### config.mk
export PLATFORM = sky130hd
export DESIGN_NAME = uart_transceiver
export DESIGN_NICKNAME = d
export VERILOG_FILES = /design/src/rtl/uart_pkg.sv /design/src/rtl/uart_rx_core.sv /design/src/rtl/uart_tx_core.sv /design/src/rtl/uart_transceiver.sv
export SDC_FILE = /design/constraint.sdc
export NUM_CORES = 1
export LEC_CHECK = 0
export BUFFER_PORTS_ARGS = -buffer_cell sky130_fd_sc_hd__buf_2
export CORE_AREA = 2 2 77 79
export CTS_BUF_LIST = sky130_fd_sc_hd__clkbuf_4
export DETAILED_ROUTE_END_ITERATION = 8
export DIE_AREA = 0 0 79 81
export HOLD_SLACK_MARGIN = 0.15
export PLACE_DENSITY = 0.85
export SYNTH_ARGS = -nofsm -noshare
export SYNTH_HDL_FRONTEND = slang
export SYNTH_SLANG_ARGS = --single-unit
### constraint.sdc
create_clock -name clk -period 1.7 [get_ports clk]
set_input_delay 0.34 -clock clk [delete_from_list [all_inputs] [get_ports clk]]
set_output_delay 0.34 -clock clk [all_outputs]
set_load 0.005 [all_outputs]
### src/rtl/uart_pkg.sv
// uart_pkg: shared state encoding, default oversampling ratio and parity helper for the UART cores
package uart_pkg;
  localparam int OVERSAMPLE_DEF = 16;
  typedef enum logic [2:0] {IDLE, START, DATA, PARITY, STOP} uart_state_e;
  function automatic logic parity_bit(input logic [7:0] data, input logic odd);
    return (^data) ^ odd;
  endfunction
endpackage

### src/rtl/uart_rx_core.sv
// uart_rx_core: synchronises the RX line, samples frames at mid-bit and flags framing/parity errors
module uart_rx_core
  import uart_pkg::*;
#(
  parameter int OVERSAMPLE = OVERSAMPLE_DEF
) (
  input  logic       clk,
  input  logic       resetn,
  input  logic       uart_cken_i,
  input  logic       parity_type_i,
  input  logic       parity_en_i,
  input  logic       rx_pin_i,
  output logic [7:0] rx_byte_o,
  output logic       rx_en_o,
  output logic       frame_err_o,
  output logic       parity_err_o
);
  localparam int CW = $clog2(OVERSAMPLE);
  uart_state_e   state_q;
  logic [CW-1:0] cnt_q;
  logic [2:0]    bit_q;
  logic [7:0]    sh_q, byte_q;
  logic          s1_q, s2_q, brk_q, pen_q, ptype_q, pbit_q, en_q, ferr_q, perr_q;
  logic          full;
  assign full         = cnt_q == CW'(OVERSAMPLE - 1);
  assign rx_byte_o    = byte_q;
  assign rx_en_o      = en_q;
  assign frame_err_o  = ferr_q;
  assign parity_err_o = perr_q;
  // brk_q keeps IDLE disarmed after a low stop bit until the line is seen high again
  always_ff @(posedge clk or negedge resetn) begin
    if (!resetn) begin
      state_q <= IDLE;
      cnt_q   <= '0;
      bit_q   <= '0;
      sh_q    <= '0;
      byte_q  <= '0;
      s1_q    <= 1'b1;
      s2_q    <= 1'b1;
      brk_q   <= 1'b0;
      pen_q   <= 1'b0;
      ptype_q <= 1'b0;
      pbit_q  <= 1'b0;
      en_q    <= 1'b0;
      ferr_q  <= 1'b0;
      perr_q  <= 1'b0;
    end else begin
      s1_q   <= rx_pin_i;
      s2_q   <= s1_q;
      en_q   <= 1'b0;
      ferr_q <= 1'b0;
      perr_q <= 1'b0;
      if (uart_cken_i) begin
        cnt_q <= cnt_q + CW'(1);
        case (state_q)
          IDLE: begin
            cnt_q   <= '0;
            brk_q   <= brk_q & ~s2_q;
            state_q <= (!s2_q && !brk_q) ? START : IDLE;
          end
          START: if (cnt_q == CW'(OVERSAMPLE / 2 - 1)) begin
            cnt_q   <= '0;
            bit_q   <= '0;
            pen_q   <= parity_en_i;
            ptype_q <= parity_type_i;
            state_q <= s2_q ? IDLE : DATA;
          end
          DATA: if (full) begin
            cnt_q   <= '0;
            sh_q    <= {s2_q, sh_q[7:1]};
            bit_q   <= bit_q + 3'd1;
            state_q <= (bit_q != 3'd7) ? DATA : (pen_q ? PARITY : STOP);
          end
          PARITY: if (full) begin
            cnt_q   <= '0;
            pbit_q  <= s2_q;
            state_q <= STOP;
          end
          STOP: if (full) begin
            cnt_q   <= '0;
            byte_q  <= sh_q;
            en_q    <= 1'b1;
            ferr_q  <= ~s2_q;
            perr_q  <= pen_q && (pbit_q != parity_bit(sh_q, ptype_q));
            brk_q   <= ~s2_q;
            state_q <= IDLE;
          end
          default: state_q <= IDLE;
        endcase
      end
    end
  end
endmodule

### src/rtl/uart_tx_core.sv
// uart_tx_core: serialises one byte per frame (start, 8 data LSB first, optional parity, stop)
module uart_tx_core
  import uart_pkg::*;
#(
  parameter int OVERSAMPLE = OVERSAMPLE_DEF
) (
  input  logic       clk,
  input  logic       resetn,
  input  logic       uart_cken_i,
  input  logic       parity_type_i,
  input  logic       parity_en_i,
  input  logic [7:0] tx_byte_i,
  input  logic       tx_en_i,
  output logic       tx_ready_o,
  output logic       tx_pin_o,
  output logic       txde_o
);
  localparam int CW = $clog2(OVERSAMPLE);
  uart_state_e   state_q;
  logic [CW-1:0] cnt_q;
  logic [2:0]    bit_q;
  logic [7:0]    sh_q;
  logic          pend_q, pen_q, par_q, pin_q, de_q, ready_q;
  assign tx_ready_o = ready_q;
  assign tx_pin_o   = pin_q;
  assign txde_o     = de_q;
  // pend_q holds the accepted byte until the next cken pulse so the start bit is cken-aligned
  always_ff @(posedge clk or negedge resetn) begin
    if (!resetn) begin
      state_q <= IDLE;
      cnt_q   <= '0;
      bit_q   <= '0;
      sh_q    <= '0;
      pend_q  <= 1'b0;
      pen_q   <= 1'b0;
      par_q   <= 1'b0;
      pin_q   <= 1'b1;
      de_q    <= 1'b0;
      ready_q <= 1'b1;
    end else if (state_q == IDLE) begin
      if (tx_en_i) begin
        sh_q    <= tx_byte_i;
        pen_q   <= parity_en_i;
        par_q   <= parity_bit(tx_byte_i, parity_type_i);
        pend_q  <= 1'b1;
        ready_q <= 1'b0;
        state_q <= START;
      end
    end else if (uart_cken_i) begin
      cnt_q <= cnt_q + CW'(1);
      if (pend_q) begin
        pend_q <= 1'b0;
        pin_q  <= 1'b0;
        de_q   <= 1'b1;
        cnt_q  <= '0;
      end else if (cnt_q == CW'(OVERSAMPLE - 1)) begin
        cnt_q <= '0;
        case (state_q)
          START: begin
            state_q <= DATA;
            pin_q   <= sh_q[0];
            sh_q    <= sh_q >> 1;
            bit_q   <= '0;
          end
          DATA: begin
            bit_q   <= bit_q + 3'd1;
            sh_q    <= sh_q >> 1;
            pin_q   <= (bit_q == 3'd7) ? (pen_q ? par_q : 1'b1) : sh_q[0];
            state_q <= (bit_q != 3'd7) ? DATA : (pen_q ? PARITY : STOP);
          end
          PARITY: begin
            state_q <= STOP;
            pin_q   <= 1'b1;
          end
          default: begin
            state_q <= IDLE;
            pin_q   <= 1'b1;
            de_q    <= 1'b0;
            ready_q <= 1'b1;
          end
        endcase
      end
    end
  end
endmodule

### src/rtl/uart_transceiver.sv
// uart_transceiver: full-duplex 8-bit UART with optional parity and RS-485 driver enable
module uart_transceiver
  import uart_pkg::*;
#(
  parameter int OVERSAMPLE = OVERSAMPLE_DEF
) (
  input  logic       clk,
  input  logic       resetn,
  input  logic       uart_cken_i,
  input  logic       parity_type_i,
  input  logic       parity_en_i,
  input  logic [7:0] tx_byte_i,
  input  logic       tx_en_i,
  output logic       tx_ready_o,
  output logic       tx_pin_o,
  output logic       txde_o,
  input  logic       rx_pin_i,
  output logic [7:0] rx_byte_o,
  output logic       rx_en_o,
  output logic       frame_err_o,
  output logic       parity_err_o
);
  uart_tx_core #(.OVERSAMPLE(OVERSAMPLE)) u_tx (
    .clk(clk), .resetn(resetn), .uart_cken_i(uart_cken_i),
    .parity_type_i(parity_type_i), .parity_en_i(parity_en_i),
    .tx_byte_i(tx_byte_i), .tx_en_i(tx_en_i),
    .tx_ready_o(tx_ready_o), .tx_pin_o(tx_pin_o), .txde_o(txde_o)
  );
  uart_rx_core #(.OVERSAMPLE(OVERSAMPLE)) u_rx (
    .clk(clk), .resetn(resetn), .uart_cken_i(uart_cken_i),
    .parity_type_i(parity_type_i), .parity_en_i(parity_en_i),
    .rx_pin_i(rx_pin_i), .rx_byte_o(rx_byte_o), .rx_en_o(rx_en_o),
    .frame_err_o(frame_err_o), .parity_err_o(parity_err_o)
  );
endmodule

* Yosys cells after proc, flatten, opt, wreduce, memory -nomap -nowiden *
Index checks and enable logic that the tools add are counted.

operators by class
  add/subtract/negate cells = 4
  multiply operators = 0
  div/mod/pow operators = 0
  order comparisons = 0
  equal/unequal tests = 22
  shifts and indexed selects = 0
  multiplexer cells = 60
  bitwise gates (word level) = 6
  reduce and logical (&&, ||, !) cells = 34

operator list
  operator               count
  $mux W8                6
  $mux W3                15
  $mux W1                27
  $reduce_and A5 Y1      4
  $reduce_and A3 Y1      6
  $mux W4                4
  $reduce_xor A8 Y1      2
  $pmux W3 S5            1
  $reduce_bool A2 Y1     7
  $eq A3 B2 Y1 const B   4
  $ne A2 B1 Y1 const B   6
  $pmux W3 S2            2
  $pmux W4 S3            1
  $reduce_and A4 Y1      3
  $pmux W3 S3            1
  $add A4 B1 Y4 const B  2
  $eq A4 B4 Y1 const B   2
  $add A3 B1 Y3 const B  2
  $eq A3 B1 Y1 const B   2
  $eq A3 B3 Y1 const B   2
  $logic_not A3 Y1       2
  $ne A3 B3 Y1 const B   2
  $reduce_and A2 Y1      3
  $reduce_or A3 Y1       2
  other kinds (11)       18

word-level totals
  register bits = 59
  bits in latches = 0
  RAM bits = 0
  bits in read-only memories = 0
  input port bits = 15
  output and inout port bits = 14
  logic and storage cells = 150
  memories = 0

* Longest topological paths before layout *
  depth in word-level cells = 7
  mapped depth = 6

* Modules after synthesis *
From an unflattened synthesis, not the netlist that was laid out.

second synthesis, totals
  cell total of the unflattened synthesis = 268
  area, all modules = 3150.5 um^2

modules (own cells, without submodules)
  module        instances  cells each  area each (um^2)
  uart_rx_core  1          139         1731.7
  uart_tx_core  1          129         1418.9

* Worst setup path after synthesis *
No wires, ideal clock.

  path type = register to register
  from = register u_tx.cnt_q[0]
  to = register u_tx.sh_q[0]
  library setup time = 0.125 ns
  arrival = 1.700 ns
  required time = 1.575 ns
  setup slack = -0.125 ns
  stages on the path, launching flop included = 7
  clock period less this slack = 1.825 ns
  cell sequence = dfrtp_1 > ha_1 > and4b_1 > and2_0 > buf_6 > a21boi_4 > mux2_2

on the way
  word-level cells in the longest chain between the ends = 3

RTL lines
  element                              line                RTL
  from (decl)                          uart_tx_core.sv:20  logic [CW-1:0] cnt_q;
  from (signal assigned)               uart_tx_core.sv:50  cnt_q <= cnt_q + CW'(1);
  $eq A4 B4 Y1                         uart_tx_core.sv:56  end else if (cnt_q == CW'(OVERSAMPLE - 1)) begin
  $reduce_bool A2 Y1 (no source line)  -
  $reduce_and A5 Y1 (no source line)   -
  to (signal assigned)                 uart_tx_core.sv:42  sh_q <= tx_byte_i;
  to (signal assigned)                 uart_tx_core.sv:62  sh_q <= sh_q >> 1;
  to (signal assigned)                 uart_tx_core.sv:67  sh_q <= sh_q >> 1;
  to (decl)                            uart_tx_core.sv:22  logic [7:0] sh_q;

No other way between the ends.
A chain may end at the register's enable or synchronous reset.

* Worst setup path in the final report *
  from = register u_tx.cnt_q[0]
  to = register u_tx.sh_q[2]

The elaborated chain is that of the path after synthesis.

==> flow_summary.yaml <==
hold_path:
  worstHoldStart: "parity_type_i"
  hold-path-cell-count: 2
  hp-class: "input pin to register"
clocking:
  htree_num_levels: 3
  cts_buffers: 9
  clk_pin_slew_worst_paths_ns: 0.09
  clock_latency_ns: 0.41
  clockRootBuffer: "clkbuf_4"
  tritoncts: "yes"
  clock_sinks: 59
  cts.path.max_buffers: 2
finish:
  fin_area_sq_mm: 0.00372
  area_growth_pct: 27.5
  layoutNonFillerInstCount: 411
  nNetsFinal: 352
  n_antenna_cell: 0
  layout-drive-gt1-share: 0.449
setup_path:
  critPathMaxFanout: 8
  r2r_cells: 6
  critPathMaxStageDelay_ns: 0.40
  slowest_stage: "dfrtp_1"
  critPathCaptureType: "register"
  r2r-start: "u_tx.cnt_q[0]"
  cp.required_ns: 2.00
  crit_chain: "ha_2 -> and4b_2 -> and2_4 -> a21boi_4 -> buf_12 -> mux2_2"
  critPathKind: "register to register"
  startpoint: "u_tx.cnt_q[0]"
  startpoint_type: "register"
  arrival_ns: 2.02
grt:
  grt_max_degree: 25
  grt_usage: 0.206
  antenna_found_initial: 0
  grt_pass1_wl_um: 10000
  grt_pass1_vias: 2253
  grt-ovfl-total: 0
synthesis:
  syn_area_per_cell_sq_um: 11.6
  seq_area_frac_synth: 0.508
  synth_area_leader_cell: "dfrtp_1"
  synth.area.top_cells: "dfrtp_1 47%, mux2_2 13%, dfstp_2 3.6%"
  synth.cell_area_sq_mm: 0.00292
  synth.most_common_cell: "dfrtp_1"
  netlist_top_cells_count: "55 x dfrtp_1, 33 x mux2_2, 24 x nand2_1"
  netlist-cell-type-count: 46
  ys_ff_latch: 59
  synthCells: 252
  async_reset_ff_frac: 1.00
  synth_nets: 273
  yosys_warnings: 0
  synth_top_area_frac: 0.471
  synth_enable_flop_cells: 0
  synth_flop_cell: "dfrtp_1"
route:
  drc: 0
  drtPass1Iterations: 4
  wl_um: 6460
  vias_per_cell: 5.60
  first_iter_violations: 172
  wl_per_cell_um: 15.7
  route.vias.total: 2303
  drtAntennaViolNets: 0
timing:
  finalHoldViolCount: 0
  setup_tns_ns: -0.0414
  slew_headroom: 0.603
  fmax_mhz: 581
  clock_skew_ns: 0.0185
  whs_ns: 0.204
  finalMaxSlewViolations: 0
  worst_slack_ns: -0.0212
  rsz0062_at_grt: "yes"
  timing.final.crit_share: 1.01
  min_period_ns: 1.72
  worstMarginPinSlew_ns: 0.596
  setup_viol_count_final: 2
placed_design:
  port_buffers: 28
  post-dp-hpwl_um: 4200
  dpl-instance-area_sq_mm: 0.00339
  dp_cells: 381
  place_congestion: 0.876
floorplan:
  die-area_sq_mm: 0.00640
  fp.dieH_um: 81
  start_util: 0.514
  core_sq_mm: 0.00568
  die_x_um: 79
  ios: 29
  rows: 28
power:
  p_per_area_mw_per_mm2: 1100
  fin_total_pwr_mw: 4.10
  power_leakage_nw: 1.87
  irDropWorstVdd_v: 0.000809
run:
  max_cap_violations: 0
status:
  status: "complete, but fails checks"
  violations: "negative setup slack"
[worst max-delay path: cells and delay by family (launching register included)]
family          cells  cell delay [ns]
flops               1             0.40
simple gates        2             0.39
buf+inv             1             0.14
mux                 1             0.32
fa+ha+maj           1             0.19
compound gates      1             0.16
[kinds of logic (layout without fill, tap and decap cells)]
family          Yosys count  count (layout)  synth area share
buf+inv                  17             101            0.0309
xor+xnor                 15              15            0.0544
mux                      39              39             0.148
compound gates           49              49             0.109
fa+ha+maj                 6               6            0.0257
simple gates             67              67             0.124
flops                    59              59             0.508
[worst paths after layout]
kind,slack [ns],end
worst max-delay path,-0.02,u_tx.sh_q[2]
worst min-delay path,0.20,u_rx.ptype_q
worst max register to register,-0.02,u_tx.sh_q[2]
worst min register to register,0.37,u_rx.s2_q
max in group asynchronous,0.65,u_tx.par_q
min in group asynchronous,0.47,u_rx.state_q[1]
[routing by layer]
| metal | up-vias | GRT usage | part of all wire |
|---|---|---|---|
| li1 | 1069 | - | - |
| met1 | 1137 | 0.264 | 0.41 |
| met4 | 0 | 0.100 | 0.029 |
| met3 | 18 | 0.0633 | 0.054 |
| met2 | 79 | 0.321 | 0.51 |
| met5 | - | 0 | 0 |
[sequential cells by signal (all words and copies together) (netlist names), 3 cells and up]
register        count
u_rx.bit_q          3
u_rx.rx_byte_o      8
u_rx.state_q        3
u_tx.cnt_q          4
u_rx.cnt_q          4
u_tx.sh_q           8
u_rx.sh_q           8
u_tx.bit_q          3
u_tx.state_q        3
[power by group]
part / leakage, nW / switching, mW / internal (mW)
Sequential: 0.775 / 0.214 / 1.65
Clock: 0.0631 / 0.489 / 0.315
Combinational: 1.03 / 0.626 / 0.807
Total: 1.87 / 1.33 / 2.77
[final cells by class]
type,instances,area (sq um)
flip-flops and latches,59,1490
clock inverters,5,21.3
fillers,409,1950
repair buffers,80,568
clock buffers,11,82.6
well taps,75,93.8
inverters,5,18.8
multi-input cells,176,1450
[stage by stage]
stage          setup slack, ns   util
6_report               -0.0212  0.656
2_1_floorplan          -0.0889      -
3_5_place_dp           -0.0897  0.597
4_1_cts               -0.00892  0.628
5_1_grt                -0.0732  0.656
3_3_place_gp           -0.0339  0.597
[what timing repair did]
item,CTS,global route
gates cloned,1,0
endpoints found under the setup margin,9,27
hold endpoints to repair,19,0
gates resized for setup,7,25
pin swaps,1,8
hold buffers,3,0
setup buffers,2,8
[cells in the final DEF (no fill, tap or decap), types with 4 or more instances in the layout]
cell | synthesis | routed
a21oi_1 | 12 | 10
buf_2 | 6 | 29
buf_4 | 1 | 44
clkbuf_4 | 0 | 11
dfrtp_1 | 55 | 52
dfstp_2 | 4 | 4
inv_1 | 5 | 5
mux2_2 | 33 | 29
mux2_4 | 0 | 5
mux2i_1 | 5 | 5
nand2_1 | 24 | 24
nand2b_1 | 4 | 4
nand3_1 | 4 | 4
nor2b_1 | 4 | 4
nor3_1 | 6 | 5
o21ai_0 | 15 | 14
xnor2_1 | 11 | 11
(Power assumes the default switching activity.)
